===== config.mk =====
export PLATFORM = sky130hd
export DESIGN_NAME = imm_pack
export DESIGN_NICKNAME = d
export VERILOG_FILES = /design/src/rtl/imm_pack.sv
export SDC_FILE = /design/constraint.sdc
export NUM_CORES = 1
export LEC_CHECK = 0
export CORE_AREA = 2 2 68 70
export CTS_CLUSTER_SIZE = 8
export DETAILED_ROUTE_END_ITERATION = 10
export DIE_AREA = 0 0 70 72
export GPL_TIMING_DRIVEN = 0
export PLACE_DENSITY = 0.71
export SETUP_SLACK_MARGIN = 0.3
export SLEW_MARGIN = 0
export SYNTH_ARGS = -nofsm -noshare
export SYNTH_HDL_FRONTEND = slang
export SYNTH_SLANG_ARGS = --single-unit

===== constraint.sdc =====
create_clock -name clk -period 2.2 [get_ports clk]
set_input_delay 0.22 -clock clk [delete_from_list [all_inputs] [get_ports clk]]
set_output_delay 0.22 -clock clk [all_outputs]
set_load 0.005 [all_outputs]

===== src/rtl/imm_pack.sv =====
// rtl/imm_pack.sv - two-stage immediate packer, inverse of the 5/8/11-bit immediate extender
// S1 holds the raw request, S2 holds the packed field and its representability flag.
module imm_pack (
  input  logic        clk,
  input  logic        rst_n,
  input  logic        in_valid,
  output logic        in_ready,
  input  logic [15:0] imm,
  input  logic [1:0]  select,
  input  logic        op,
  output logic        out_valid,
  input  logic        out_ready,
  output logic [10:0] instr,
  output logic        err,
  output logic [7:0]  err_cnt
);

  logic        s1_valid_q, s1_valid_d;
  logic [15:0] s1_imm_q, s1_imm_d;
  logic [1:0]  s1_sel_q, s1_sel_d;
  logic        s1_op_q, s1_op_d;
  logic        s2_valid_q, s2_valid_d;
  logic [10:0] instr_q, instr_d;
  logic        err_q, err_d;
  logic [7:0]  err_cnt_q, err_cnt_d;

  logic        s2_load, s1_move, in_fire, out_fire;
  logic [15:0] mask_z, mask_s, upper_s;
  logic        sel_legal;
  logic [10:0] pack_instr;
  logic        pack_err;

  // mask_z covers bits that must be zero for zero-extension; mask_s covers
  // the sign bit plus everything above it, which must all match for sign-extension.
  always_comb begin
    mask_z    = 16'h0000;
    mask_s    = 16'h0000;
    sel_legal = 1'b1;
    case (s1_sel_q)
      2'b00:   begin mask_z = 16'hFFE0; mask_s = 16'hFFF0; end
      2'b01:   begin mask_z = 16'hFF00; mask_s = 16'hFF80; end
      2'b10:   begin mask_z = 16'hF800; mask_s = 16'hFC00; end
      default: sel_legal = 1'b0;
    endcase
  end

  always_comb begin
    upper_s    = s1_imm_q & mask_s;
    pack_instr = 11'h000;
    pack_err   = 1'b1;
    if (sel_legal) begin
      pack_instr = s1_imm_q[10:0] & ~mask_z[10:0];
      if (s1_op_q)
        pack_err = (upper_s != 16'h0000) && (upper_s != mask_s);
      else
        pack_err = (s1_imm_q & mask_z) != 16'h0000;
    end
  end

  always_comb begin
    s2_load  = !s2_valid_q || out_ready;
    s1_move  = s1_valid_q && s2_load;
    in_ready = rst_n && (!s1_valid_q || s2_load);
    in_fire  = in_valid && in_ready;
    out_fire = s2_valid_q && out_ready;

    s1_valid_d = s1_valid_q;
    s1_imm_d   = s1_imm_q;
    s1_sel_d   = s1_sel_q;
    s1_op_d    = s1_op_q;
    if (in_fire) begin
      s1_valid_d = 1'b1;
      s1_imm_d   = imm;
      s1_sel_d   = select;
      s1_op_d    = op;
    end else if (s1_move) begin
      s1_valid_d = 1'b0;
    end

    s2_valid_d = s2_valid_q;
    instr_d    = instr_q;
    err_d      = err_q;
    if (s2_load) s2_valid_d = s1_valid_q;
    if (s1_move) begin
      instr_d = pack_instr;
      err_d   = pack_err;
    end

    err_cnt_d = err_cnt_q;
    if (out_fire && err_q && (err_cnt_q != 8'hFF))
      err_cnt_d = err_cnt_q + 8'd1;
  end

  always_ff @(posedge clk) begin
    if (!rst_n) begin
      s1_valid_q <= 1'b0;
      s1_imm_q   <= 16'h0000;
      s1_sel_q   <= 2'b00;
      s1_op_q    <= 1'b0;
      s2_valid_q <= 1'b0;
      instr_q    <= 11'h000;
      err_q      <= 1'b0;
      err_cnt_q  <= 8'h00;
    end else begin
      s1_valid_q <= s1_valid_d;
      s1_imm_q   <= s1_imm_d;
      s1_sel_q   <= s1_sel_d;
      s1_op_q    <= s1_op_d;
      s2_valid_q <= s2_valid_d;
      instr_q    <= instr_d;
      err_q      <= err_d;
      err_cnt_q  <= err_cnt_d;
    end
  end

  assign out_valid = s2_valid_q;
  assign instr     = instr_q;
  assign err       = err_q;
  assign err_cnt   = err_cnt_q;

endmodule


==> run metrics <==
Reg2Reg Setup Slack=between 0.6 and 0.7 ns; Clock transition at path regs=roughly 0.070 ns; CP Buf/Inv Count=2; layout cells sized above 1=roughly 9%; clock sink total=41; Hold Path End=err_cnt[6]; Global Route met1 Usage=around 23%; min Tclk post-route=about 1.8 ns; num ports=45; max cap viols=0; Multi-input gate area=891 um^2; fillers=roughly 410; Starting Density=approximately 43%; Worst Skew=about 0.011 ns; hold path start=rst_n; Worst Path Required=1.98 ns; first drt pass iteration count=4; DP HPWL=roughly 2.9 mm; DIE WIDTH=approximately 70 um; area delta synth->final=33.2%; Worst Path Max Fanout=3; die area=just over 5000 um^2; power per cell area=~650 nW/um^2; pre-CTS WS=0.415 ns; Hold Path Cell Cnt=2; peak supply drop=between 0.4 and 0.5 mV; vias in the first global route=1395; Net Sw Power=roughly 370 uW; Overall Power=approximately 1600 uW; number of antenna violations at the first check in global routing=0; number of diodes=0; Overflow after GRT=0; GRT Max-Usage Layer=met2; htree depth=2; Lkg Pwr=around 0.0009 uW; CTS root buf=clkbuf_8; Placement Rows=24; Placer Congestion=around 0.84; outcome=finished, final reports clean; clk_lat worst skew=a little under 0.3 ns; synth warn=0; TNS Setup=0 ns; Synth Instances=around 210; Sw Ratio=between 20% and 30%; most common library cell in the layout ignoring fill and taps=clkdlybuf4s50_1; most used cell, CP=clkdlybuf4s50_1; slowest stage delay, CP=about 0.54 ns; endpoints failing hold=0; sequential power share=between 50% and 60%; pin count of the biggest net entering global routing=14; Internal=roughly 1200 uW; most used flip-flop cell after synthesis=dfxtp_1; worst path cell trace=clkdlybuf4s50_1 > nand3b_1 > and2_1 > clkdlybuf4s50_1; worst-margin pin slew=approximately 0.5 ns; routed vias/inst=just over 5; first-pass GRT wire length=around 6.6 mm; maximum clock insertion buffer count=2; Synth area leaders=dfxtp_1 44%, nand3_1 8.9%, o21ai_0 5.4%; setup bufs post-CTS=0; startpoint types=input port; register area share after synthesis=between 40 and 50%; reg2reg path depth=5; RSZ-0062 raised after global routing=false; Slew headroom=about 68%; Final setup viols=0; DR iter-0 viols=between 60 and 70; Core Footprint=4260 um^2; # port buffers=43; Total Wirelength=about 3.8 mm; synthesized flop and latch total=roughly 40; M2 GR Usage=around a quarter; post-synth cell types=between 40 and 50; ANT nets after route=0; Final WS setup=approximately 0.41 ns; largest area contributor in the netlist=dfxtp_1; crit share post-route=81.3%; crit end category=output port; Post-CTS Resized=0; Max Freq=around 560 MHz; chip height=72 um; most frequent cells in the layout=43 x clkdlybuf4s50_1, 41 x dfxtp_1, 33 x nand3_1; Seq. cell area=just over 800 um^2; Overall Global Routing Usage=roughly 16%; Hold Path Class=input port to flip-flop; reg2reg end=err_cnt[2]; CP Class=input port to output port; clock network power share=between 30 and 40%; Yosys top cell area share=44.3%; DRC=0; RR Startpoint=err_cnt[0]; Critical Path AT=about 1.6 ns; number of flops mapped to enable cells by yosys=0; combinational power share=10.4%; delay-heaviest family, CP=buffers and inverters; Vias=about 1600; TritonCTS clock tree=done; post-synthesis cell area=approximately 1900 um^2; CP max stage cell=clkdlybuf4s50_1; final net count=about 280; hold_buf cts=0; syn avg cell area=about 9 um^2; Num CTS Buffers=5; Syn Nets=approximately 230; global-route track usage on met3=2.92%; asr flop ratio synth=0%; Avg WL per Cell=12.3 um; Final Max Tran Viols=0
## power groups by stage
stage	Sequential [uW]	Clock (uW)	Combinational (uW)
3_3_place_gp	822	0	165
2_1_floorplan	815	0	92.3
3_5_place_dp	823	0	167
6_report	807	628	167
5_1_grt	811	662	187
4_1_cts	806	636	168
## per-layer routing
| metal | wire length, um | up-vias |
|---|---|---|
| li1 | - | 815 |
| met1 | 1820 | 713 |
| met2 | 1750 | 50 |
| met3 | 217 | 8 |
| met4 | 44 | 0 |
| met5 | 0 | - |
## flip-flops by register name (all words and copies together) (netlist names)
name and cells:
s1_valid_q 1, out_valid 1, s1_sel_q 2, err 1, instr 11, err_cnt 8
s1_imm_q 16, s1_op_q 1
## through the flow
step           cell area, um^2  util, %  hold WS (ns)  instances
2_1_floorplan             1850        -         0.359        208
3_3_place_gp              2350     55.0         0.439        303
3_5_place_dp              2350     55.0         0.449        303
4_1_cts                   2470     57.9         0.288        311
5_1_grt                   2470     57.9         0.328        311
6_report                  2470     57.9         0.289        311
## worst reg2reg max path, delay by kind of cell, from the launching register on
kind	cells	cell delay, ns
simple gates	1	0.22
fa+ha+maj	1	0.24
flops	1	0.35
compound gates	3	0.67
## Yosys cell counts, drive strengths merged (2+ instances only)
library cell,instances
dfxtp,41
nand3,35
inv,22
nor2b,6
o21bai,2
o21a,2
a21oi,2
nor2,3
nor3b,3
clkbuf,6
buf,6
a22oi,4
nor3,2
a21boi,11
and4,2
and2,6
nand2,11
xor2,4
a2111oi,2
a211oi,2
xnor2,2
o21ai,20
## cells by family (layout without fill, tap and decap cells)
group / count (synthesis) / count (layout) / synth area share, %
buffers and inverters: 34 / 85 / 7.57
DFF: 41 / 41 / 44.3
xor gates and xnor gates: 6 / 6 / 2.84
muxes: 1 / 1 / 0.541
and+or+nand+nor: 76 / 76 / 24.5
adders and majority gates: 1 / 1 / 0.676
AOI/OAI and AO/OA: 49 / 49 / 19.5
## final cells by class
type	count	share of cell area, %
Tap cell	52	2.64
Clock inverter	2	1.52
Inverter	22	3.35
Buffer	12	2.33
Timing Repair Buffer	43	17.4
Sequential cell	41	33.3
Multi-Input combinational cell	133	36.1
Clock buffer	6	3.35
## worst max-delay path by stage
stage | from | cells past startpoint | end | slack, ns
after global placement | out_ready | 4 | in_ready | 0.42
after global routing | out_ready | 4 | in_ready | 0.35
final | out_ready | 4 | in_ready | 0.41
after floorplan | err_cnt[0] | 5 | err_cnt[5] | 0.73
after detailed placement | out_ready | 4 | in_ready | 0.42
after CTS | out_ready | 4 | in_ready | 0.40
No activity file was read; power rests on OpenSTA's default activity.
